--- src/rtl/mux_data_source_reg.sv ---
// Registered write-back data-source selector: latched select, trapped illegal
// selects with a sticky error flag, and a valid/ready output register.
module mux_data_source_reg #(
    parameter int DATA_W  = 32,
    parameter int NUM_SRC = 10,
    parameter int SEL_W   = 4
) (
    input  logic                      clk,
    input  logic                      reset,
    input  logic [NUM_SRC*DATA_W-1:0] src_in,
    input  logic [SEL_W-1:0]          sel_in,
    input  logic                      sel_load,
    input  logic                      capture,
    output logic                      capture_ready,
    output logic [DATA_W-1:0]         data_out,
    output logic                      out_valid,
    input  logic                      out_ready,
    output logic [SEL_W-1:0]          sel_q,
    output logic                      sel_err,
    input  logic                      err_clear
);

    localparam logic [SEL_W:0] NUM_SRC_L = NUM_SRC[SEL_W:0];

    logic              sel_legal;
    logic [SEL_W-1:0]  sel_eff;
    logic [DATA_W-1:0] data_sel;
    logic              accept;

    assign sel_legal     = ({1'b0, sel_in} < NUM_SRC_L);
    // Same-cycle bypass lets a select load and a capture share one cycle.
    assign sel_eff       = (sel_load && sel_legal) ? sel_in : sel_q;
    assign capture_ready = !out_valid || out_ready;
    assign accept        = capture && capture_ready;

    always_comb begin
        data_sel = '0;
        for (int unsigned k = 0; k < NUM_SRC; k++) begin
            if (sel_eff == k[SEL_W-1:0]) begin
                data_sel = src_in[k*DATA_W +: DATA_W];
            end
        end
    end

    always_ff @(posedge clk or posedge reset) begin
        if (reset) begin
            sel_q     <= '0;
            sel_err   <= 1'b0;
            data_out  <= '0;
            out_valid <= 1'b0;
        end else begin
            if (sel_load && sel_legal) begin
                sel_q <= sel_in;
            end
            // An illegal load in the same cycle as a clear leaves the flag set.
            if (sel_load && !sel_legal) begin
                sel_err <= 1'b1;
            end else if (err_clear) begin
                sel_err <= 1'b0;
            end
            if (accept) begin
                data_out  <= data_sel;
                out_valid <= 1'b1;
            end else if (out_ready) begin
                out_valid <= 1'b0;
            end
        end
    end

endmodule
--- config.mk ---
export PLATFORM = sky130hd
export DESIGN_NAME = mux_data_source_reg
export DESIGN_NICKNAME = d
export VERILOG_FILES = /design/src/rtl/mux_data_source_reg.sv
export SDC_FILE = /design/constraint.sdc
export NUM_CORES = 1
export LEC_CHECK = 0
export BUFFER_PORTS_ARGS = -buffer_cell sky130_fd_sc_hd__buf_2
export CAP_MARGIN = 25
export CORE_AREA = 5 5 139 141
export DETAILED_ROUTE_END_ITERATION = 8
export DIE_AREA = 0 0 144 146
export SETUP_SLACK_MARGIN = 0.4
export SLEW_MARGIN = 25
export SYNTH_ARGS = -nofsm -noshare
export SYNTH_HDL_FRONTEND = slang
export SYNTH_SLANG_ARGS = --single-unit
--- constraint.sdc ---
create_clock -name clk -period 4.64 [get_ports clk]
set_input_delay 0.232 -clock clk [delete_from_list [all_inputs] [get_ports clk]]
set_output_delay 0.232 -clock clk [all_outputs]
set_load 0.02 [all_outputs]
* Yosys cells after proc, flatten, opt, wreduce, memory -nomap -nowiden
Index checks and enable logic that the tools add are counted.
** Cells by class
- Magnitude comparators :: 1
- Eq/ne operators :: 9
- Multiplexer cells :: 15
- Reductions and logical operators :: 9
** Operator list (number)
- $mux W32 :: 10
- $eq A4 B3 Y1 const B :: 4
- $eq A4 B2 Y1 const B :: 2
- $eq A4 B4 Y1 const B :: 2
- $eq A4 B1 Y1 const B :: 1
- $logic_not A4 Y1 :: 1
- $lt A4 B4 Y1 const B :: 1
- $mux W1 :: 4
- $mux W4 :: 1
- $reduce_bool A2 Y1 :: 2
- $logic_and A1 B1 Y1 :: 3
- $logic_not A1 Y1 :: 2
- $logic_or A1 B1 Y1 :: 1
** Word-level totals
- Flip-flop bits (word level) :: 38
- Bits of input ports :: 330
- Output and inout port bits :: 39
- Word-level logic and storage cells :: 38

* Longest topological paths before layout
Gate-level depths: netlist of run 1.
- Depth after elaboration :: 14
- Depth in mapped cells :: 9
- Mapped depth without buffers :: 7

* Worst setup path before layout of run 1
OpenSTA, ideal clock, no wires.
- Kind :: register to register
- From :: register out_valid
- To :: register data_out[31]
- Setup time :: 0.082 ns
- Arrival time :: 2.020 ns
- Data required time :: 4.558 ns
- Slack :: 2.538 ns
- Cell stages (with the launch flop) :: 10
- Buffers on the path :: 3
- Period minus slack after synthesis :: 2.102 ns
- Cells stage by stage :: dfrtp_1 nand2b_1 and2_1 clkbuf_1 and2_1 buf_2 buf_4 nand2_1 a221o_1 o22ai_1
** Between the ends
- Longest elaborated chain between the ends :: 3
** RTL lines
- start: declaration :: RTL line 16 : output logic out_valid,
- start signal: assignment :: RTL line 50 : out_valid <= 1'b0;
- start signal: assignment :: RTL line 63 : out_valid <= 1'b1;
- start signal: assignment :: RTL line 65 : out_valid <= 1'b0;
- $logic_not A1 Y1 :: RTL line 33 : assign capture_ready = !out_valid || out_ready;
- $logic_or A1 B1 Y1 :: RTL line 33
- named net capture_ready :: RTL line 14 : output logic capture_ready,
- $logic_and A1 B1 Y1 :: RTL line 34 : assign accept = capture && capture_ready;
- end signal: assignment :: RTL line 62 : data_out <= data_sel;
- end: declaration :: RTL line 15 : output logic [DATA_W-1:0] data_out,
The timed path passes the listed nets, and every way through them passes these cells.
A chain may end at the register's enable or synchronous reset.

* Worst setup path after layout of run 1
- From :: register sel_q[2]
- To :: register data_out[0]
** Between the ends
- Longest elaborated chain between the ends :: 12
- Elaborated cells between the ends (all ways) :: 21
- Those cells by class :: eq/ne (9); mux (11); reduce/logical (1)
** RTL lines
- start: declaration :: RTL line 18 : output logic [SEL_W-1:0] sel_q,
- start signal: assignment :: RTL line 53 : sel_q <= sel_in;
- $mux W4 (*)
- $logic_not A4 Y1 :: RTL line 39 : if (sel_eff == k[SEL_W-1:0]) begin
- $mux W32 (9 in a row) :: RTL line 39
- $mux W32 (*) :: RTL line 39
Mark *: on every way between the ends. The rest lies on a longest branch, timed or not.

==> results of run 1 <==
[final cells by class]
| type | count | area [µm²] | share of cell area, % |
|---|---|---|---|
| Multi-Input combinational cell | 455 | 3080 | 46.7 |
| Timing Repair Buffer | 387 | 1980 | 30.1 |
| Sequential cell | 38 | 951 | 14.4 |
| Tap cell | 229 | 287 | 4.35 |
| Clock buffer | 5 | 125 | 1.90 |
| Inverter | 32 | 121 | 1.84 |
| Clock inverter | 3 | 40.0 | 0.608 |
| Antenna cell | 1 | 2.50 | 0.0380 |
[registers in the layout, indices dropped and copies added (netlist names)]
| signal | count |
|---|---|
| data_out | 32 |
| sel_q | 4 |
| out_valid | 1 |
| sel_err | 1 |
[worst max path at each step]
stage	end	cells past startpoint	startpoint	slack (ns)
after global placement	data_out[26]	9	sel_in[1]	1.66
after detailed placement	data_out[10]	9	sel_in[1]	1.57
final	data_out[0]	6	sel_q[2]	1.77
after floorplan	data_out[31]	9	out_valid	2.54
after global routing	data_out[15]	7	sel_q[1]	1.69
after CTS	data_out[17]	7	sel_q[0]	1.74
[kinds of logic (layout without fill, tap and decap cells)]
group,Yosys count,in the layout,synth area share [%]
DFF,38,38,21.5
and+or+nand+nor,157,157,16.1
buffers and inverters,92,427,10.3
muxes,44,44,11.1
other,0,1,0
AOI/OAI and AO/OA,254,254,41.1
[routing by layer]
metal	track usage, %	wire length (µm)	up-vias
met3	5.72	2990	88
met4	11.4	1210	0
met1	28.4	10000	3035
li1	-	-	2963
met2	40.5	13000	536
met5	0	0	-
[power by group through the flow]
stage          sequential (mW)  clock, mW  combinational (mW)
6_report                 0.441      0.415                1.09
3_5_place_dp             0.448          0                1.07
2_1_floorplan            0.534          0               0.563
5_1_grt                  0.450      0.444                1.16
4_1_cts                  0.441      0.431                1.08
3_3_place_gp             0.446          0                1.07
[cell usage in the layout (no fill, tap or decap), types with 3 or more instances in the layout]
| master | Yosys | layout |
|---|---|---|
| nand2b_1 | 5 | 4 |
| a221o_1 | 24 | 24 |
| o22ai_1 | 85 | 85 |
| a21oi_1 | 8 | 8 |
| nand2_1 | 64 | 63 |
| nor2b_1 | 5 | 5 |
| buf_2 | 17 | 368 |
| inv_1 | 31 | 30 |
| a2111oi_0 | 4 | 4 |
| a221oi_1 | 52 | 52 |
| a31oi_1 | 25 | 25 |
| mux4_2 | 4 | 4 |
| dfrtp_1 | 38 | 38 |
| o21ai_0 | 31 | 31 |
| nor2_1 | 61 | 61 |
| clkbuf_16 | 0 | 5 |
| buf_4 | 8 | 19 |
| o21a_1 | 6 | 6 |
| clkinv_2 | 0 | 3 |
| mux2i_1 | 40 | 40 |
| and3_1 | 4 | 4 |
| and2_1 | 4 | 3 |
| a22oi_1 | 5 | 5 |
[worst max-delay path, cell delays in order (launching register included)]
cell and delay [ns]:
dfrtp_1 0.41, or2_2 0.33, a221oi_4 0.70, and2_1 0.68, buf_4 0.36, a221oi_1 0.14, o22ai_1 0.15
[stage by stage]
step                      worst slack (ns)  util (%)  instance area [µm²]  power [mW]
after floorplan                       2.54         -                 4430        1.10
after global placement                1.66      35.9                 6410        1.52
after detailed placement              1.57      35.9                 6410        1.52
after CTS                             1.74      36.9                 6580        1.95
after global routing                  1.69      36.9                 6590        2.05
final                                 1.77      36.9                 6590        1.94
==> out/metrics.yaml, run 1 <==
clocking:
  numClockSinks: 38
  cts_made_buffers: 5
  tritoncts: "done"
  cts_buffer_depth: 2
  post_cts_buffers: 0
  clk_latency_ns: 0.30
  htreeDepth: 2
  cts_resized: 0
  path_clk_slew_ns: 0.07
  holdBufCountCts: 0
  cts-root-buf: "clkbuf_16"
grt:
  grt_max_degree: 57
  grt_antenna_before_repair: 1
  grt_pass1_vias: 6977
  grt_pass1_wl_mm: 39.0
  grtUsageTotal_pct: 24.0
  grt-ovfl-total: 0
pwr:
  internal-power_mw: 1.09
  leakage_nw: 3.22
  pwr-share-clk_pct: 21.4
  comb_power_share_pct: 55.9
  power_density_nw_per_um2: 295
  power.share.sequential_pct: 22.7
  switching_share_pct: 44.1
  switchingPower_mw: 0.857
  ir_worst_vdd_v: 0.000195
timing:
  holdWs_ns: 0.0772
  period_share_pct: 61.9
  slew_violations: 0
  skew_ns: 0.00712
  hold_viol: 0
  setup_tns_ns: 0
  setup_viol: 0
  min_period_ns: 2.87
  rsz0062_at_grt: "no"
  tightest_slew_ns: 1.09
  slew_headroom_pct: 27.1
  fmax_mhz: 348
yosys:
  syn_nets: 915
  synthFlopType: "dfrtp_1"
  syn_area_um2: 4430
  synth_edf_count: 0
  synth_top_cell_area_share_pct: 21.5
  ys_seq_area_share_pct: 21.5
  synth_most_common_cell: "o22ai_1"
  ys_seq_elements: 38
  ys_async_sr_fraction_pct: 100
  ys_top_cells_by_area: "dfrtp_1 (21%), o22ai_1 (12%), a221oi_1 (10%)"
  post_synth_num_cell_types: 49
  synth_common_cells: "o22ai_1 (85), nand2_1 (64), nor2_1 (61)"
  synth_area_per_cell_um2: 7.57
  postSynthCellCount: 585
  yosysWarnings: 0
  yosys.area.top_type: "dfrtp_1"
final_layout:
  final_cells: 1150
  num-nets-final: 1249
  fillers: 1931
  drive_above_1_share_pct: 45.1
  area.growth.synth_to_final_pct: 48.7
critical_path:
  criticalPathCategory: "reg2reg"
  worstPathMaxFanout: 14
  cp_data_required_time_ns: 4.86
  worstRegToRegCells: 6
  r2r-end: "data_out[0]"
  rrSetupSlack_ns: 1.77
  cp-end-kind: "flip-flop"
  crit_arrival_ns: 3.09
  rr_startpoint: "sel_q[2]"
  critPathLaunchType: "flip-flop"
floorplanning:
  dieWidth_um: 144
  initial_core_util_pct: 24.8
  die_area_um2: 21000
  rows: 49
  io_pins: 369
  core-area_um2: 17800
  fp.dieH_um: 146
status:
  status: "finished, final reports clean"
drt:
  ant_nets: 0
  drtIter0Drc: 634
  routedWlPerCell_um: 23.6
  drt_wl_total_mm: 27.2
  vias_per_cell: 5.76
  routed-via-count: 6622
  first_pass_iters: 6
  drcViolationCount: 0
place:
  dp_hpwl_mm: 20.5
  gp_congestion: 0.875
  placement.io_buffers: 368
  post-place-cells: 1140
flow_run:
  drv_cap: 0
hold_path:
  hold_class: "in2async"
(Power assumes the default switching activity.)
==> inputs of run 2 (changes only) <==
--- a/config.mk
+++ b/config.mk
@@ -7,9 +7,9 @@
 export LEC_CHECK = 0
 export BUFFER_PORTS_ARGS = -buffer_cell sky130_fd_sc_hd__buf_2
 export CAP_MARGIN = 25
-export CORE_AREA = 5 5 139 141
+export CORE_AREA = 5 5 140 142
 export DETAILED_ROUTE_END_ITERATION = 8
-export DIE_AREA = 0 0 144 146
+export DIE_AREA = 0 0 145 147
 export SETUP_SLACK_MARGIN = 0.4
 export SLEW_MARGIN = 25
 export SYNTH_ARGS = -nofsm -noshare
==> constraint.sdc (replaced) <==
create_clock -name clk -period 2.73 [get_ports clk]
set_input_delay 0.1365 -clock clk [delete_from_list [all_inputs] [get_ports clk]]
set_output_delay 0.1365 -clock clk [all_outputs]
set_load 0.02 [all_outputs]
==> out/metrics.yaml, run 2 (same netlist as run 1, synthesis figures left out) <==
timing:
  min_period_ns: 2.24
  slew_violations: 0
  setup_tns_ns: 0
  slew_headroom_pct: 38.2
  holdWs_ns: -0.0467
  hold_viol: 38
  rsz0062_at_grt: "no"
  worst_slack_ns: 0.494
  period_share_pct: 81.9
  tightest_slew_ns: 0.924
  setup_viol: 0
  fmax_mhz: 447
  skew_ns: 0.00753
drt:
  first_pass_iters: 5
  routed-via-count: 6576
  drt_wl_total_mm: 27.4
  drtIter0Drc: 490
  routedWlPerCell_um: 23.5
  vias_per_cell: 5.64
  drcViolationCount: 0
  ant_nets: 0
final_layout:
  drive_above_1_share_pct: 45.8
  utilization_pct: 36.8
  fillers: 1979
  mostFrequentLayoutCells: "buf_2 (368), o22ai_1 (85), nand2_1 (63), nor2_1 (61), a221oi_1 (52)"
  n_antenna_cell: 0
  num-nets-final: 1263
  area.growth.synth_to_final_pct: 52.1
  layout_commonest_cell: "buf_2"
  largest_register_ff_count: 32
  largestRegisters: "data_out (32), sel_q (4)"
  regMostFlops: "data_out"
grt:
  met3_usage_pct: 5.55
  grtUsageTotal_pct: 24.0
  met1_usage_pct: 29.4
  grt_pass1_wl_mm: 40.0
  grt-ovfl-total: 0
  use_met2_pct: 42.2
  grt_antenna_before_repair: 0
  grt_pass1_vias: 6794
  grt_busiest_layer: "met2"
  grt_max_degree: 39
floorplanning:
  dieWidth_um: 145
  rows: 50
  initial_core_util_pct: 24.2
  core-area_um2: 18300
  io_pins: 369
  die_area_um2: 21300
  fp.dieH_um: 147
pwr:
  power_density_nw_per_um2: 486
  leakage_nw: 3.29
  ir_worst_vdd_v: 0.000267
critical_path:
  cp-end-kind: "flip-flop"
  rrSetupSlack_ns: 0.49
  worstPathMaxFanout: 6
  worstRegToRegCells: 6
  criticalPathCategory: "reg2reg"
  crit_arrival_ns: 2.44
  cp_data_required_time_ns: 2.94
  rr_startpoint: "sel_q[2]"
  r2r-end: "data_out[12]"
  critPathLaunchType: "flip-flop"
status:
  violations: "hold timing"
  status: "finished, violations left"
clocking:
  holdBufCountCts: 0
  cts_made_buffers: 5
  path_clk_slew_ns: 0.06
  tritoncts: "done"
  post_cts_buffers: 0
  cts_buffer_depth: 2
  cts_resized: 1
  numClockSinks: 38
  cts-root-buf: "clkbuf_16"
  clk_latency_ns: 0.29
  htreeDepth: 2
flow_run:
  drv_cap: 0
place:
  dp_slack_ns: 0.339
  placement.io_buffers: 368
  dp_hpwl_mm: 20.8
  gp_congestion: 0.926
hold_path:
  hold_class: "in2async"
-- run 2: metrics by stage --
step                hold slack (ns)  power [mW]  std cells  instance area, µm²
floorplan                     0.244        1.86        585                4430
global placement              0.329        2.65       1160                6590
detailed placement            0.334        2.66       1160                6590
CTS                          0.0195        3.29       1166                6730
global route                 0.0304        3.47       1166                6740
finish                      -0.0467        3.27       1166                6740
-- run 2: power breakdown --
| part | internal (mW) | switching, mW | total, mW |
|---|---|---|---|
| Combinational | 0.787 | 1.12 | 1.90 |
| Clock | 0.354 | 0.250 | 0.604 |
| Sequential | 0.683 | 0.0827 | 0.766 |
-- run 2: layer usage --
metal | routed length, µm | up-vias | part of all wire (%)
met5 | 0 | - | 0
li1 | - | 2981 | -
met4 | 608 | 0 | 2.2
met2 | 13400 | 487 | 49
met3 | 2530 | 52 | 9.2
met1 | 10900 | 3056 | 40
-- run 2: worst max path at each step --
stage / cells past startpoint / from / slack (ns) / to
after floorplan: 9 / out_valid / 0.63 / data_out[31]
after global placement: 6 / sel_q[2] / 0.44 / data_out[12]
after detailed placement: 9 / sel_in[1] / 0.34 / data_out[8]
after CTS: 7 / sel_q[1] / 0.47 / data_out[12]
after global routing: 8 / sel_q[0] / 0.40 / data_out[8]
final: 6 / sel_q[2] / 0.49 / data_out[12]
-- run 2: critical path: stages (launching register included) --
cell and delay [ns]:
dfrtp_1 0.42, or2_2 0.34, a221oi_4 0.48, nand3_2 0.28, o22ai_1 0.38, a21oi_1 0.11
o22ai_1 0.14
-- run 2: layout make-up --
cell class | count | area, µm² | share of cell area, %
Tap cell | 234 | 293 | 4.34
Multi-Input combinational cell | 455 | 3090 | 45.9
Inverter | 32 | 124 | 1.84
Clock buffer | 6 | 139 | 2.06
Sequential cell | 38 | 951 | 14.1
Timing Repair Buffer | 401 | 2140 | 31.8
==> inputs of run 3 (changes only) <==
--- a/config.mk
+++ b/config.mk
@@ -7,9 +7,9 @@
 export LEC_CHECK = 0
 export BUFFER_PORTS_ARGS = -buffer_cell sky130_fd_sc_hd__buf_2
 export CAP_MARGIN = 25
-export CORE_AREA = 5 5 140 142
+export CORE_AREA = 5 5 139 141
 export DETAILED_ROUTE_END_ITERATION = 8
-export DIE_AREA = 0 0 145 147
+export DIE_AREA = 0 0 144 146
 export SETUP_SLACK_MARGIN = 0.4
 export SLEW_MARGIN = 25
 export SYNTH_ARGS = -nofsm -noshare
==> constraint.sdc (replaced) <==
create_clock -name clk -period 1.9 [get_ports clk]
set_input_delay 0.095 -clock clk [delete_from_list [all_inputs] [get_ports clk]]
set_output_delay 0.095 -clock clk [all_outputs]
set_load 0.02 [all_outputs]
==> out/metrics.yaml, run 3 (same netlist as run 1, synthesis figures left out) <==
status:
  status: "finished, violations left"
  violations: "setup timing"
grt:
  grt_busiest_layer: "met2"
  grt_max_degree: 33
  met1_usage_pct: 29.5
  grt_antenna_before_repair: 5
  grt-ovfl-total: 0
  met3_usage_pct: 5.52
  grt_pass1_wl_mm: 41.6
  use_met2_pct: 45.8
  grtUsageTotal_pct: 25.9
  grt_pass1_vias: 7506
clocking:
  numClockSinks: 38
  cts_buffer_depth: 2
  path_clk_slew_ns: 0.07
  cts_made_buffers: 5
  tritoncts: "done"
  htreeDepth: 2
  clk_latency_ns: 0.29
  cts-root-buf: "clkbuf_16"
final_layout:
  mostFrequentLayoutCells: "buf_2 (368), buf_4 (64), nand2_1 (62), nor2_1 (61), o22ai_1 (56)"
  drive_above_1_share_pct: 58.4
  num-nets-final: 1335
  final_cells: 1238
  fillers: 1786
  utilization_pct: 46.6
  regMostFlops: "data_out"
  layout_commonest_cell: "buf_2"
  largest_register_ff_count: 32
  largestRegisters: "data_out (32), sel_q (4)"
  fin_area_um2: 8310
  area.growth.synth_to_final_pct: 87.7
floorplanning:
  dieWidth_um: 144
  io_pins: 369
  fp.dieH_um: 146
  core-area_um2: 17800
  die_area_um2: 21000
  initial_core_util_pct: 24.8
  rows: 49
place:
  dpl_cell_area_um2: 7230
  dp_hpwl_mm: 22.4
  placement.io_buffers: 368
  dp_slack_ns: -0.148
  gp_congestion: 0.962
  post-place-cells: 1208
critical_path:
  criticalPathCategory: "reg2reg"
  cp_data_required_time_ns: 2.11
  cp_num_buf_inv: 2
  critPathSlowestCell: "a221oi_4"
  critPathLaunchType: "flip-flop"
  worstPathMaxFanout: 7
  max_stage_delay_ns: 0.41
  crit_arrival_ns: 2.25
  cp-end-kind: "flip-flop"
  cp_top_family: "compound AO/OA/AOI/OAI gates"
  path_cells: "or2_4 > a221oi_4 > o21ai_4 > buf_8 > buf_12 > o22ai_2 > a221oi_2 > o22ai_1"
hold_path:
  hold_class: "in2reg"
drt:
  vias_per_cell: 5.56
  drcViolationCount: 0
  routedWlPerCell_um: 23.7
  routed-via-count: 6887
  drt_wl_total_mm: 29.3
  ant_nets: 0
  first_pass_iters: 5
  drtIter0Drc: 458
timing:
  setup_tns_ns: -3.01
  setup_viol: 31
  worst_slack_ns: -0.138
  slew_violations: 0
  slew_headroom_pct: 63.1
  period_share_pct: 107
  skew_ns: 0.00903
  fmax_mhz: 491
  tightest_slew_ns: 0.552
  rsz0062_at_grt: "yes"
  min_period_ns: 2.04
  hold_viol: 0
pwr:
  power_density_nw_per_um2: 685
  ir_worst_vdd_v: 0.000356
  leakage_nw: 3.86
flow_run:
  drv_cap: 0
[run 3: where the power goes]
part	internal (mW)	switching (mW)
Combinational	1.76	1.97
Clock	0.491	0.377
Sequential	0.983	0.104
Total	3.24	2.45
[run 3: metrics by stage]
stage | power, mW | hold slack [ns]
finish | 5.69 | 0.0537
global route | 5.98 | 0.0549
CTS | 5.53 | 0.0289
detailed placement | 4.16 | 0.173
global placement | 4.15 | 0.166
floorplan | 2.82 | 0.202
[run 3: metal layers]
metal	vias up	wire, µm	share of wire, %
li1	3158	-	-
met1	3218	10700	36
met2	434	14900	51
met3	73	2680	9.1
met4	4	1040	3.5
met5	-	25	0.085
[run 3: worst paths after layout]
path / startpoint / endpoint / slack, ns / depth (start not counted)
max reg2reg: sel_q[2] / data_out[1] / -0.14 / 8
min in group asynchronous: reset / out_valid / 0.40 / 3
max: sel_q[2] / data_out[1] / -0.14 / 8
min: capture / out_valid / 0.05 / 2
max in group asynchronous: reset / data_out[2] / 0.97 / 4
min reg2reg: sel_err / sel_err / 0.54 / 2
[run 3: cell type report]
cell class / instances / area (µm²) / area share [%]
Antenna cell: 3 / 7.51 / 0.0903
Sequential cell: 38 / 957 / 11.5
Timing Repair Buffer: 473 / 3010 / 36.2
Tap cell: 229 / 287 / 3.45
Inverter: 32 / 120 / 1.44
Multi-Input combinational cell: 455 / 3800 / 45.7
Clock buffer: 8 / 136 / 1.64
[run 3: timing repair]
| action | CTS | global route |
|---|---|---|
| resized for setup | 93 | 38 |
| setup buffers | 8 | 4 |
| pin swaps | 23 | 32 |
| setup endpoints to repair | 32 | 32 |
| hold buffers | 2 | 0 |
| hold endpoints to repair | 20 | 0 |
| gates cloned | 5 | 0 |
